===== src/rtl/freq_meter_if.sv =====
// freq_meter_if: measurement request/result bundle between a controller (master) and freq_meter (slave)
interface freq_meter_if #(parameter int CNT_W = 32);
  logic             sig_in;
  logic             start;
  logic             cont;
  logic [CNT_W-1:0] freq_cnt;
  logic             cnt_valid;
  logic             overflow;
  logic             busy;
  modport master (output sig_in, start, cont, input freq_cnt, cnt_valid, overflow, busy);
  modport slave  (input sig_in, start, cont, output freq_cnt, cnt_valid, overflow, busy);
endinterface


===== src/rtl/freq_meter.sv =====
// freq_meter: counts sig_in rising edges over a GATE_CYCLES window; ports clk, rst_n (async low), bus (sig_in/start/cont in, freq_cnt/cnt_valid/overflow/busy out)
module freq_meter #(
  parameter int GATE_CYCLES = 50_000_000,
  parameter int CNT_W       = 32
) (
  input logic         clk,
  input logic         rst_n,
  freq_meter_if.slave bus
);
  localparam int GW = $clog2(GATE_CYCLES);
  localparam logic [GW-1:0] GATE_LAST = GW'(GATE_CYCLES - 1);
  typedef enum logic {IDLE, GATE} state_t;
  state_t           state_q, state_d;
  logic [2:0]       s_q, s_d;
  logic [GW-1:0]    gate_cnt_q, gate_cnt_d;
  logic [CNT_W-1:0] edge_cnt_q, edge_cnt_d, edge_nxt, freq_cnt_q, freq_cnt_d;
  logic             ovf_q, ovf_d, ovf_nxt, overflow_q, overflow_d, cnt_valid_q, cnt_valid_d;
  logic             edge_p, full, term, reload;
  always_comb begin
    s_d         = {s_q[1:0], bus.sig_in};
    edge_p      = s_q[1] & ~s_q[2];
    full        = &edge_cnt_q;
    edge_nxt    = edge_cnt_q + CNT_W'(edge_p & ~full);
    ovf_nxt     = ovf_q | (edge_p & full);
    term        = (state_q == GATE) && (gate_cnt_q == '0);
    // a new window opens on start from IDLE, or back-to-back at the terminal cycle in continuous mode
    reload      = (state_q == IDLE) ? bus.start : (term & bus.cont);
    state_d     = (state_q == IDLE) ? (bus.start ? GATE : IDLE) : ((term && !bus.cont) ? IDLE : GATE);
    gate_cnt_d  = reload ? GATE_LAST : ((state_q == GATE && !term) ? gate_cnt_q - 1'b1 : gate_cnt_q);
    edge_cnt_d  = reload ? '0 : ((state_q == GATE) ? edge_nxt : edge_cnt_q);
    ovf_d       = reload ? 1'b0 : ((state_q == GATE) ? ovf_nxt : ovf_q);
    freq_cnt_d  = term ? edge_nxt : freq_cnt_q;
    overflow_d  = term ? ovf_nxt : overflow_q;
    cnt_valid_d = term;
  end
  always_ff @(posedge clk or negedge rst_n) begin
    if (!rst_n) begin
      state_q     <= IDLE;
      s_q         <= '0;
      gate_cnt_q  <= '0;
      edge_cnt_q  <= '0;
      ovf_q       <= 1'b0;
      freq_cnt_q  <= '0;
      overflow_q  <= 1'b0;
      cnt_valid_q <= 1'b0;
    end else begin
      state_q     <= state_d;
      s_q         <= s_d;
      gate_cnt_q  <= gate_cnt_d;
      edge_cnt_q  <= edge_cnt_d;
      ovf_q       <= ovf_d;
      freq_cnt_q  <= freq_cnt_d;
      overflow_q  <= overflow_d;
      cnt_valid_q <= cnt_valid_d;
    end
  end
  assign bus.freq_cnt  = freq_cnt_q;
  assign bus.overflow  = overflow_q;
  assign bus.cnt_valid = cnt_valid_q;
  assign bus.busy      = (state_q == GATE);
endmodule


===== src/flat_wrapper.sv =====
// flat-port wrapper written by rule: the top's interface ports become plain ports
module freq_meter_flat 
#(
  parameter int GATE_CYCLES = 50_000_000,
  parameter int CNT_W       = 32
)
  (clk, rst_n, bus_sig_in, bus_start, bus_cont, bus_freq_cnt, bus_cnt_valid, bus_overflow, bus_busy);
  freq_meter_if #(.CNT_W(CNT_W)) bus_i ();
  input logic clk;
  input logic rst_n;
  input wire logic [$bits(bus_i.sig_in)-1:0] bus_sig_in;
  input wire logic [$bits(bus_i.start)-1:0] bus_start;
  input wire logic [$bits(bus_i.cont)-1:0] bus_cont;
  output wire logic [$bits(bus_i.freq_cnt)-1:0] bus_freq_cnt;
  output wire logic [$bits(bus_i.cnt_valid)-1:0] bus_cnt_valid;
  output wire logic [$bits(bus_i.overflow)-1:0] bus_overflow;
  output wire logic [$bits(bus_i.busy)-1:0] bus_busy;
  assign bus_i.sig_in = bus_sig_in;
  assign bus_i.start = bus_start;
  assign bus_i.cont = bus_cont;
  assign bus_freq_cnt = bus_i.freq_cnt;
  assign bus_cnt_valid = bus_i.cnt_valid;
  assign bus_overflow = bus_i.overflow;
  assign bus_busy = bus_i.busy;
  freq_meter #(.GATE_CYCLES(GATE_CYCLES), .CNT_W(CNT_W)) u_core (.clk(clk), .rst_n(rst_n), .bus(bus_i));
endmodule

===== config.mk =====
export PLATFORM = sky130hd
export DESIGN_NAME = freq_meter_flat
export DESIGN_NICKNAME = d
export VERILOG_FILES = /design/src/rtl/freq_meter_if.sv /design/src/rtl/freq_meter.sv /design/src/flat_wrapper.sv
export SDC_FILE = /design/constraint.sdc
export NUM_CORES = 1
export LEC_CHECK = 0
export CORE_ASPECT_RATIO = 0.6
export CORE_MARGIN = 2
export CORE_UTILIZATION = 35
export CTS_BUF_LIST = sky130_fd_sc_hd__clkbuf_4 sky130_fd_sc_hd__clkbuf_8 sky130_fd_sc_hd__clkbuf_16
export DETAILED_ROUTE_END_ITERATION = 8
export MAX_ROUTING_LAYER = met4
export PLACE_DENSITY = 0.54
export SYNTH_ARGS = -nofsm -noshare
export SYNTH_HDL_FRONTEND = slang
export SYNTH_SLANG_ARGS = --single-unit
export TNS_END_PERCENT = 1

===== constraint.sdc =====
create_clock -name clk -period 2.6 [get_ports clk]
set_input_delay 0.65 -clock clk [delete_from_list [all_inputs] [get_ports clk]]
set_output_delay 0.65 -clock clk [all_outputs]
set_load 0.01 [all_outputs]

* Yosys cells after proc, flatten, opt, wreduce, memory -nomap -nowiden
Cells that the tools add are included.
** Word-level totals
- Register bits :: 97
- Bits in latches :: 0
- Memory bits (writable) :: 0
- Memory bits (read-only) :: 0
- Input port bits :: 5
- Output and inout bits :: 35
- Word-level logic and storage cells :: 36
- Memories kept :: 0
** Cells by class
- Add/subtract/negate cells :: 2
- Multiply operators :: 0
- Div/mod/pow operators :: 0
- Order comparisons :: 0
- Equality and inequality tests :: 0
- Shift-type cells :: 0
- Multiplexer cells :: 10
- Bitwise logic cells :: 7
- Reductions and logical operators :: 9
** Operator list (number)
- 32-bit two-way mux :: 2
- 26-bit two-way mux :: 2
- 32-bit adder :: 1
- 1-bit by 32-bit bitwise AND with 32-bit output :: 1
- 1-bit NOT with 32-bit output :: 1
- 32-bit AND reduction :: 1
- 26-bit zero test :: 1
- 26-bit by 1-bit subtractor with 26-bit output (second input constant) :: 1
- 1-bit two-way mux :: 6
- 2-bit nonzero test :: 2
- 1-bit bitwise AND :: 3
- 1-bit logical AND :: 3
- 1-bit zero test :: 2
- 1-bit NOT :: 1
- 1-bit OR :: 1

* Logic depth before layout (Yosys ltp)
Gate-level depths: netlist (run 1).
- Depth after elaboration :: 6
- Depth in mapped cells :: 13
- Gate-level depth less buffers :: 11

* Worst setup path before layout (run 1)
No wires, ideal clock.
- Kind :: register -> register
- Start point :: register u_core.edge_cnt_q[22]
- End point :: register u_core.edge_cnt_q[20]
- Setup time :: 0.139 ns
- Arrival time :: 2.776 ns
- Data required time :: 2.461 ns
- Slack :: -0.315 ns
- Stages on the path, launching flop included :: 13
- Buffers on the path :: 1
- Period minus slack after synthesis :: 2.915 ns
- Path through :: dfrtp_1 -> and4_1 -> and2_1 -> and3_1 -> nor3b_1 -> ha_1 -> ha_1 -> nand3_1 -> or4_1 -> clkbuf_1 -> nor3_1 -> nand2b_1 -> a31oi_1
** On the way
- Word-level cells in the longest chain between the ends :: 6
** RTL lines
- from (decl) :: line freq_meter.sv:16 : logic [CNT_W-1:0] edge_cnt_q, edge_cnt_d, edge_nxt, freq_cnt_q, freq_cnt_d;
- from (signal assigned) :: line freq_meter.sv:50 : edge_cnt_q <= edge_cnt_d;
- 32-bit AND reduction :: line freq_meter.sv:22 : full = &edge_cnt_q;
- 1-bit NOT with 32-bit output :: line freq_meter.sv:23 : edge_nxt = edge_cnt_q + CNT_W'(edge_p & ~full);
- 1-bit by 32-bit bitwise AND with 32-bit output :: line freq_meter.sv:23
- 32-bit adder :: line freq_meter.sv:23
- 32-bit two-way mux (2 in series) :: line freq_meter.sv:30 : edge_cnt_d = reload ? '0 : ((state_q == GATE) ? edge_nxt : edge_cnt_q);
Every way passes these cells. The select of a mux whose other input is x is not followed.
A chain may end at the register's enable or synchronous reset.

* Worst setup path in the final report (run 1)
- Start point :: register u_core.edge_cnt_q[22]
- End point :: register u_core.freq_cnt_q[18], in the netlist u_core.bus.freq_cnt[18]
** On the way
- Word-level cells in the longest chain between the ends :: 4
** RTL lines
- 32-bit AND reduction :: line freq_meter.sv:22
- 1-bit NOT with 32-bit output :: line freq_meter.sv:23
- 1-bit by 32-bit bitwise AND with 32-bit output :: line freq_meter.sv:23
- 32-bit adder :: line freq_meter.sv:23
- to (signal assigned) :: line freq_meter.sv:52 : freq_cnt_q <= freq_cnt_d;
- to (decl) :: line freq_meter.sv:16
Every way passes these cells.

==> qor.csv, run 1 <==
stage,metric,value,unit
cells_and_area,diodes inserted,0,
global_routing,Total GRT Usage,19.6,%
power_and_ir_drop,sequential share of power,47.1,%
worst_setup_path,Crit-path slowest cell,or4_4,
sta,RSZ-0062 raised after global routing,yes,
route,via count,4422,
sta,Hold Slack,0.292,ns
floorplanning,Die Y-Extent,96.6,microns
cells_and_area,"most common cell after layout, fill and taps aside",dfrtp_1,
power_and_ir_drop,Switch Pwr,0.00114,W
worst_setup_path,Critical Path AT,2.96,ns
sta,worst setup margin,-0.126,ns
route,DRT iter0 DRCs,272,
synth,sequential area share after synthesis,48.6,%
synth,"Top FF cell, synth",dfrtp_1,
synth,"EDFF count, synth",0,
power_and_ir_drop,Int Pwr,0.00273,W
clock_tree,CTS tree,yes,
floorplanning,die area,15300,sq um
cells_and_area,Register Area,2430,sq um
status,failing checks,negative setup slack,
clock_tree,Max clock buf depth,2,
floorplanning,core area,13800,sq um
clock_tree,hold_buf cts,0,
cells_and_area,layout cells sized above 1,20.0,%
run,Max-Cap Viols,0,
sta,final slew viol count,0,
worst_setup_path,largest delay contributor family on the critical path,simple AND/OR/NAND/NOR gates,
sta,final-report hold violation count,0,
placed_design,Final Wtd Congestion,0.863,
worst_setup_path,"most used cell, CP",ha_4,
power_and_ir_drop,Max rail drop VDD,299,uV
synth,average size of a mapped cell,9.29,sq um
sta,skew final,0.00836,ns
synth,Mapped Nets,548,
clock_tree,htree depth,3,
global_routing,initial antenna violation count,0,
worst_setup_path,CP Max Fanout,7,
power_and_ir_drop,P_leak,2.82,nW
placed_design,Setup Slack @ Placement,-0.145,ns
route,Initial DRT Pass Iterations,5,
clock_tree,latest clock arrival within the worst-skew pair,0.34,ns
clock_tree,clock transition at the registers of the reported paths,0.07,ns
worst_setup_path,crit path kind,flop to flop,
route,final WL,13600,microns
placed_design,port bufs,39,
route,vias per cell,5.32,
sta,worst rel slew slack,53.1,%
global_routing,number of global-route vias before repair,4188,
route,drt drc,0,
cells_and_area,"Core Util, Final",47.5,%
power_and_ir_drop,combinational fraction of design power,18.1,%
clock_tree,CTS sink cnt,97,
cells_and_area,Layout area overhead,31.1,%
synth,Synth Instances,538,
floorplanning,Top Ports,40,
sta,Worst Tran Pin Value,0.698,ns
power_and_ir_drop,pwr dens,591,nW/um^2
cells_and_area,Final nets,644,
clock_tree,CTS Buf Count,9,
synth,cell area after synthesis,5000,sq um
placed_design,final HPWL from detailed placement,9450,microns
synth,Seq cells post-synth,97,
worst_setup_path,Worst Path Required,2.83,ns
sta,final setup vio count,32,
sta,crit share post-route,105,%
cells_and_area,fillers,1301,
route,Routed Antenna Nets,0,
floorplanning,row cnt,33,
worst_setup_path,Worst Setup Start Kind,flop,
worst_setup_path,Worst path max stage delay,0.43,ns
hold_path,Hold Crit Class,primary input to asynchronous set/reset pin,
status,status,finished with violations,
worst_setup_path,crit-path cells,and4_1 > and2_4 > and3_4 > nor3b_4 > buf_4 > ha_4 > ha_4 > nand3_4 > or4_4 > buf_8 > nor2_4 > xor2_1 > mux2_4,
clock_tree,CTS Root Cell,clkbuf_16,
global_routing,largest net degree at the start of global routing,52,
worst_setup_path,Worst Path Buf+Inv,2,
cells_and_area,"commonest non-fill, non-tap cells in the layout","dfrtp_1 (97), buf_4 (71), nand2_1 (66)",
cells_and_area,multi-input logic area,2550,sq um
worst_setup_path,crit end category,flop,
floorplanning,Initial Util,36.2,%
placed_design,Area after DPL,6060,sq um
global_routing,global-route wire length before repair,22200,microns
route,wire per inst,16.4,microns
floorplanning,Die X,158,microns
power_and_ir_drop,Switching Share,29.4,%
global_routing,remaining global-route overflow,0,
sta,Max Freq,367,MHz
synth,YS warnings,0,
power_and_ir_drop,clock power share,34.8,%
sta,Final min period,2.73,ns
synth,distinct cell type count after synthesis,49,
cells_and_area,cell area after layout,6550,sq um
synth,fraction of registers with async set/reset,100,%
-- layout make-up --
type | instances | share of cell area [%]
sequential | 97 | 37.0
multi-input combinational | 400 | 39.0
inverter | 13 | 0.745
clock inverter | 3 | 0.325
tap | 192 | 3.67
timing repair buffer | 113 | 15.0
clock buffer | 13 | 4.28
-- kinds of logic (layout without fill, tap and decap cells) --
| group | count (synthesis) | count (layout) | synth area share, % |
|---|---|---|---|
| xor gates and xnor gates | 32 | 32 | 5.61 |
| buffers and inverters | 41 | 142 | 3.53 |
| and+or+nand+nor | 219 | 219 | 24.1 |
| AOI/OAI and AO/OA | 138 | 138 | 15.8 |
| adders and majority gates | 5 | 5 | 1.25 |
| muxes | 6 | 6 | 1.23 |
| DFF | 97 | 97 | 48.6 |
-- worst register-to-register path: cells and delay by family, from the launching register on --
kind	cells	cell delay (ns)
buffers and inverters	2	0.31
multiplexers	1	0.26
adder cells (fa/ha/maj)	2	0.27
AND/OR/NAND/NOR	7	1.35
flip-flops	1	0.37
XOR/XNOR	1	0.07
-- routing by layer --
layer / share of wire [%] / GRT usage [%] / vias to the layer above
met4: 0.87 / 4.35 / 0
li1: - / - / 2153
met1: 54 / 29.4 / 2142
met3: 4.3 / 3.35 / 11
met2: 41 / 27.6 / 116
met5: 0 / - / -
-- power by group through the flow --
stage | clock network [W] | registers (W) | logic, W
after floorplan | 0 | 0.00182 | 0.000425
after global placement | 0 | 0.00184 | 0.000649
after detailed placement | 0 | 0.00185 | 0.000673
after CTS | 0.00138 | 0.00182 | 0.000692
after global routing | 0.00144 | 0.00186 | 0.000773
final | 0.00135 | 0.00182 | 0.000702
-- registers in the layout (all words and copies together), names as in the netlist --
register              count
u_core.bus.freq_cnt      32
u_core.edge_cnt_q        32
u_core.gate_cnt_q        26
u_core.s_q                3
u_core.bus.busy           1
u_core.bus.cnt_valid      1
u_core.bus.overflow       1
u_core.ovf_q              1
-- what timing repair did --
action	4_1_cts	5_1_grt
setup endpoints to repair	33	50
setup buffers	5	5
pin swaps	19	11
resized for setup	17	11
-- Yosys cell counts, drive strengths merged, types with 8 or more instances --
cell type	number	area, sq um
nand4	17	106
a31oi	20	125
or3	18	113
nand3	13	65.1
xnor2	26	228
or4	8	67.6
buf	11	63.8
o21ai	61	305
nor2	23	86.3
clkbuf	17	63.8
dfrtp	97	2430
nor3	15	90.1
nor4	16	134
and3	15	93.8
nand2	66	248
inv	13	48.8
a21oi	37	185
-- stage by stage --
stage	power [W]	instances	TNS [ns]
final	0.00387	831	-1.61
after detailed placement	0.00252	805	-2.27
after global placement	0.00249	805	-0.643
after CTS	0.00389	826	-0.829
after floorplan	0.00225	538	-0.461
after global routing	0.00407	831	-6.65
-- final timing paths --
kind	depth (start not counted)	slack, ns	startpoint	end
worst max-delay path	13	-0.13	u_core.edge_cnt_q[22]$_DFFE_PN0P_	u_core.bus.freq_cnt[18]$_DFFE_PN0N_
worst min-delay path	1	0.29	rst_n	u_core.gate_cnt_q[9]$_DFFE_PN0P_
worst max register to register	13	-0.13	u_core.edge_cnt_q[22]$_DFFE_PN0P_	u_core.bus.freq_cnt[18]$_DFFE_PN0N_
worst min register to register	0	0.35	u_core.s_q[0]$_DFF_PN0_	u_core.s_q[1]$_DFF_PN0_
max in group asynchronous	2	1.64	rst_n	u_core.edge_cnt_q[9]$_DFFE_PN0P_
min in group clk	0	0.35	u_core.s_q[0]$_DFF_PN0_	u_core.s_q[1]$_DFF_PN0_
Note: power is estimated with default switching activity, not from simulation.
==> run 2: changes to the inputs <==
- CAP_MARGIN: not set -> 20
- PLACE_DENSITY: 0.54 -> 0.53
- clock period: 2.6 -> 3.51 ns (I/O delays scaled with it)
==> run 2 against run 1 <==
The flow now finishes without violations. Global-route usage is 1.2 points lower. Critical endpoint unchanged. Critical path depth is 2 lower. Die area stayed put. Final cell count decreased by 7.3%. Largest power group unchanged.
==> qor.csv, run 2 (same netlist as run 1, synthesis figures left out) <==
stage,metric,value,unit
power_and_ir_drop,pwr dens,470,nW/um^2
floorplanning,Die X,158,microns
worst_setup_path,Critical Path AT,3.54,ns
cells_and_area,layout cells sized above 1,8.30,%
cells_and_area,"Core Util, Final",43.0,%
run,Max-Cap Viols,0,
route,wire per inst,16.5,microns
worst_setup_path,Crit-path slowest cell,or4_1,
floorplanning,Initial Util,36.2,%
power_and_ir_drop,Max rail drop VDD,241,uV
cells_and_area,diodes inserted,0,
worst_setup_path,crit path kind,flop to flop,
worst_setup_path,CP Max Fanout,7,
worst_setup_path,"most used cell, CP",ha_1,
hold_path,worst hold stages,0,
worst_setup_path,Worst path max stage delay,0.58,ns
route,vias per cell,5.41,
sta,crit share post-route,94.3,%
clock_tree,CTS tree,yes,
clock_tree,latest clock arrival within the worst-skew pair,0.35,ns
floorplanning,row cnt,33,
clock_tree,Post-CTS Setup Inserts,0,
route,Initial DRT Pass Iterations,5,
worst_setup_path,Reg2Reg Depth,11,
worst_setup_path,crit-path cells,and4_1 > and2_1 > and3_1 > nor3b_1 > ha_1 > ha_1 > nand3_2 > or4_1 > nor2_1 > xor2_1 > mux2_2,
clock_tree,Max clock buf depth,2,
route,final WL,12700,microns
global_routing,largest net degree at the start of global routing,52,
hold_path,Hold Crit Class,flop to flop,
clock_tree,htree depth,3,
cells_and_area,"commonest non-fill, non-tap cells in the layout","dfrtp_1 (97), nand2_1 (66), o21ai_0 (58)",
route,via count,4164,
clock_tree,clock transition at the registers of the reported paths,0.07,ns
global_routing,initial antenna violation count,0,
placed_design,final HPWL from detailed placement,8680,microns
floorplanning,die area,15300,sq um
cells_and_area,fillers,1353,
worst_setup_path,crit end category,flop,
sta,final slew viol count,0,
worst_setup_path,stages on the worst setup path,11,
clock_tree,CTS Buf Count,9,
global_routing,remaining global-route overflow,0,
sta,RSZ-0062 raised after global routing,yes,
worst_setup_path,Worst Setup Start Kind,flop,
placed_design,Placed Cells,754,
worst_setup_path,Worst Path Buf+Inv,0,
sta,TNS Setup,0,ns
clock_tree,CTS Root Cell,clkbuf_16,
sta,Final min period,3.31,ns
sta,skew final,0.00884,ns
cells_and_area,Layout area overhead,18.6,%
sta,final-report hold violation count,0,
status,status,completed,
hold_path,worst hold endpoint,u_core.s_q[1]$_DFF_PN0_,
cells_and_area,Final nets,583,
worst_setup_path,Reg2Reg Setup Slack,0.20,ns
global_routing,number of global-route vias before repair,3899,
sta,worst setup margin,0.201,ns
sta,Hold Slack,0.372,ns
placed_design,port bufs,39,
global_routing,global-route wire length before repair,20800,microns
floorplanning,Top Ports,40,
sta,Max Freq,302,MHz
cells_and_area,Final Instance Count excl. Fillers,770,
sta,worst rel slew slack,54.0,%
worst_setup_path,worst r2r src,u_core.edge_cnt_q[22]$_DFFE_PN0P_,
worst_setup_path,Worst Path Required,3.75,ns
placed_design,Setup Slack @ Placement,0.149,ns
global_routing,Total GRT Usage,18.4,%
hold_path,hold_sp,u_core.s_q[0]$_DFF_PN0_,
sta,Worst Tran Pin Value,0.690,ns
route,Routed Antenna Nets,0,
clock_tree,CTS sink cnt,97,
route,DRT iter0 DRCs,308,
route,drt drc,0,
cells_and_area,"most common cell after layout, fill and taps aside",dfrtp_1,
sta,final setup vio count,0,
placed_design,Final Wtd Congestion,0.840,
worst_setup_path,r2r endpoint,u_core.bus.freq_cnt[18]$_DFFE_PN0N_,
power_and_ir_drop,P_leak,2.45,nW
floorplanning,Die Y-Extent,96.6,microns
floorplanning,core area,13800,sq um
worst_setup_path,largest delay contributor family on the critical path,simple AND/OR/NAND/NOR gates,
-- run 2: worst reg2reg max path, cell delays in order, from the launching register on --
cell and delay (ns):
dfrtp_1 0.44, and4_1 0.25, and2_1 0.22, and3_1 0.17
nor3b_1 0.30, ha_1 0.22, ha_1 0.26, nand3_2 0.19
or4_1 0.58, nor2_1 0.21, xor2_1 0.09, mux2_2 0.27
-- run 2: what timing repair did --
action,in CTS,in global routing
endpoints found under the setup margin,0,13
endpoints found under the hold margin,0,0
hold buffers,0,0
gates resized for setup,0,3
-- run 2: metal layers --
| metal | vias to the layer above | GRT usage, % | part of all wire (%) |
|---|---|---|---|
| met2 | 99 | 25.1 | 40 |
| met5 | - | - | 0 |
| met3 | 10 | 3.57 | 4.4 |
| met4 | 0 | 5.41 | 1.1 |
| li1 | 2021 | - | - |
| met1 | 2034 | 27.4 | 55 |
-- run 2: layout make-up --
class / count / area [sq um] / area share (%)
Clock buffer: 10 / 239 / 4.03
Clock inverter: 6 / 66.3 / 1.12
Inverter: 13 / 48.8 / 0.823
Multi-Input combinational cell: 400 / 2410 / 40.7
Sequential cell: 97 / 2430 / 40.9
Tap cell: 192 / 240 / 4.05
Timing Repair Buffer: 52 / 498 / 8.40
-- run 2: where the power goes --
part	internal [W]	leakage (nW)	switching, W	total (W)
clock network	0.000575	0.153	0.000445	0.00102
logic	0.000156	1.02	0.000208	0.000363
registers	0.00123	1.28	0.000175	0.00141
-- run 2: through the flow --
step / power [W] / area, sq um
after floorplan: 0.00165 / 5000
after global placement: 0.00176 / 5610
after detailed placement: 0.00178 / 5610
after CTS: 0.00281 / 5910
after global routing: 0.00293 / 5930
final: 0.00279 / 5930
-- run 2: worst max path at each step --
| stage | slack, ns | from | end |
|---|---|---|---|
| floorplan | 0.60 | u_core.edge_cnt_q[22]$_DFFE_PN0P_ | u_core.edge_cnt_q[20]$_DFFE_PN0P_ |
| global placement | 0.31 | u_core.edge_cnt_q[22]$_DFFE_PN0P_ | u_core.bus.freq_cnt[20]$_DFFE_PN0N_ |
| detailed placement | 0.15 | u_core.edge_cnt_q[22]$_DFFE_PN0P_ | u_core.bus.freq_cnt[20]$_DFFE_PN0N_ |
| CTS | 0.11 | u_core.edge_cnt_q[22]$_DFFE_PN0P_ | u_core.edge_cnt_q[24]$_DFFE_PN0P_ |
| global route | -0.03 | u_core.edge_cnt_q[22]$_DFFE_PN0P_ | u_core.edge_cnt_q[30]$_DFFE_PN0P_ |
| finish | 0.20 | u_core.edge_cnt_q[22]$_DFFE_PN0P_ | u_core.bus.freq_cnt[18]$_DFFE_PN0N_ |
==> run 3: changes to the inputs <==
- PLACE_DENSITY: 0.53 -> 0.56
- clock period: 3.51 -> 3.2 ns (I/O delays scaled with it)
==> run 3 against run 2 <==
Routed wire length grew 1.2%. Clock power grew 8%. Via count grew 2.9%. Clock-buffer cell count grew 2. Sequential power grew 8%.
==> qor.csv, run 3 (same netlist as run 1, synthesis figures left out) <==
stage,metric,value,unit
status,status,completed,
sta,worst setup margin,0.136,ns
sta,Final min period,3.06,ns
cells_and_area,"most common cell after layout, fill and taps aside",dfrtp_1,
sta,final-report hold violation count,0,
clock_tree,CTS Buf Count,9,
floorplanning,die area,15300,sq um
power_and_ir_drop,sequential share of power,49.8,%
placed_design,Area after DPL,5680,sq um
worst_setup_path,Worst Setup Start Kind,flop,
power_and_ir_drop,pwr dens,509,nW/um^2
global_routing,remaining global-route overflow,0,
floorplanning,Die Y-Extent,96.6,microns
power_and_ir_drop,total chip power,0.00306,W
floorplanning,row cnt,33,
clock_tree,clock transition at the registers of the reported paths,0.07,ns
route,drt drc,0,
cells_and_area,Register Area,2430,sq um
cells_and_area,"commonest non-fill, non-tap cells in the layout","dfrtp_1 (97), nand2_1 (66), o21ai_0 (58)",
floorplanning,core area,13800,sq um
sta,Max Freq,326,MHz
route,final WL,12800,microns
global_routing,initial antenna violation count,0,
route,vias per cell,5.49,
floorplanning,Top Ports,40,
placed_design,final HPWL from detailed placement,9060,microns
global_routing,global-route wire length before repair,20900,microns
worst_setup_path,Critical Path AT,3.30,ns
power_and_ir_drop,Switching Share,28.6,%
cells_and_area,Layout area overhead,20.3,%
cells_and_area,layout cells sized above 1,10.2,%
clock_tree,CTS Root Cell,clkbuf_16,
sta,RSZ-0062 raised after global routing,yes,
cells_and_area,Final nets,594,
global_routing,number of global-route vias before repair,4015,
power_and_ir_drop,P_leak,2.49,nW
clock_tree,Max clock buf depth,2,
route,Routed Antenna Nets,0,
cells_and_area,diodes inserted,0,
hold_path,Hold Crit Class,flop to flop,
power_and_ir_drop,combinational fraction of design power,14.1,%
cells_and_area,multi-input logic area,2410,sq um
floorplanning,Initial Util,36.2,%
worst_setup_path,crit path kind,flop to flop,
placed_design,port bufs,39,
route,via count,4285,
clock_tree,CTS tree,yes,
sta,final slew viol count,0,
run,Max-Cap Viols,0,
global_routing,Total GRT Usage,18.3,%
clock_tree,latest clock arrival within the worst-skew pair,0.34,ns
power_and_ir_drop,Int Pwr,0.00219,W
floorplanning,Die X,158,microns
worst_setup_path,CP Max Fanout,5,
sta,skew final,0.00807,ns
sta,final setup vio count,0,
sta,Worst Tran Pin Value,0.745,ns
clock_tree,htree depth,3,
power_and_ir_drop,Switch Pwr,0.000874,W
route,Initial DRT Pass Iterations,4,
placed_design,Final Wtd Congestion,0.843,
clock_tree,hold_buf cts,0,
global_routing,largest net degree at the start of global routing,42,
power_and_ir_drop,Max rail drop VDD,251,uV
route,DRT iter0 DRCs,445,
worst_setup_path,crit end category,flop,
route,wire per inst,16.5,microns
clock_tree,CTS sink cnt,97,
sta,crit share post-route,95.8,%
sta,worst rel slew slack,49.9,%
cells_and_area,cell area after layout,6010,sq um
cells_and_area,fillers,1357,
placed_design,Setup Slack @ Placement,0.0475,ns
cells_and_area,"Core Util, Final",43.6,%
worst_setup_path,Worst Path Required,3.43,ns
power_and_ir_drop,clock power share,36.1,%
==> run 3: cell count changes in the layout (fill, tap and decap cells not counted), sizes merged <==
cell	change
inv	-1
clkinv	-2
clkbuf	+2
buf	+11
==> run 3: repair_timing <==
action                     4_1_cts  5_1_grt
gates resized for setup          0        4
setup endpoints to repair        0       31
setup buffers                    0        1
==> run 3: power groups by stage <==
stage          combinational [W]  sequential [W]  clock, W
6_report                0.000430         0.00152   0.00110
3_3_place_gp            0.000405         0.00153         0
3_5_place_dp            0.000429         0.00154         0
4_1_cts                 0.000430         0.00152   0.00114
2_1_floorplan           0.000330         0.00148         0
5_1_grt                 0.000488         0.00154   0.00119
==> run 3: final cells by class <==
cell class	count	share of cell area, %
inverters	13	0.812
well taps	192	4.00
clock inverters	3	0.666
multi-input cells	400	40.2
clock buffers	12	4.33
flip-flops and latches	97	40.4
repair buffers	63	9.66
==> run 3: path summary, 6_finish.rpt <==
path	startpoint	endpoint	slack (ns)	cells past startpoint
hold reg to reg	u_core.s_q[0]$_DFF_PN0_	u_core.s_q[1]$_DFF_PN0_	0.38	0
max in group asynchronous	rst_n	u_core.gate_cnt_q[24]$_DFFE_PN0P_	2.06	2
setup / recovery	u_core.edge_cnt_q[23]$_DFFE_PN0P_	u_core.edge_cnt_q[29]$_DFFE_PN0P_	0.14	10
min in group asynchronous	rst_n	u_core.gate_cnt_q[7]$_DFFE_PN0P_	0.40	1
hold / removal	u_core.s_q[0]$_DFF_PN0_	u_core.s_q[1]$_DFF_PN0_	0.38	0
setup reg to reg	u_core.edge_cnt_q[23]$_DFFE_PN0P_	u_core.edge_cnt_q[29]$_DFFE_PN0P_	0.14	10
==> run 3: layer usage <==
layer	global-route usage [%]	routed length [microns]
met5	-	0
met4	3.60	80
met3	3.52	598
met2	25.7	5270
met1	27.3	6900
==> run 3: critical path: stages (launching register included) <==
cell     delay (ns)
dfrtp_1        0.42
and4_1         0.25
and2_1         0.23
and3_1         0.19
nor3b_2        0.22
ha_1           0.22
nand4_1        0.22
or4_1          0.61
nor3_1         0.29
o21ai_0        0.12
a21o_1         0.19
==> run 3: per-stage QoR <==
stage,instances,hold WS (ns),setup TNS (ns)
2_1_floorplan,538,0.331,0
3_3_place_gp,764,0.345,0
3_5_place_dp,764,0.368,0
4_1_cts,779,0.384,0
5_1_grt,780,0.402,-0.210
6_report,780,0.384,0
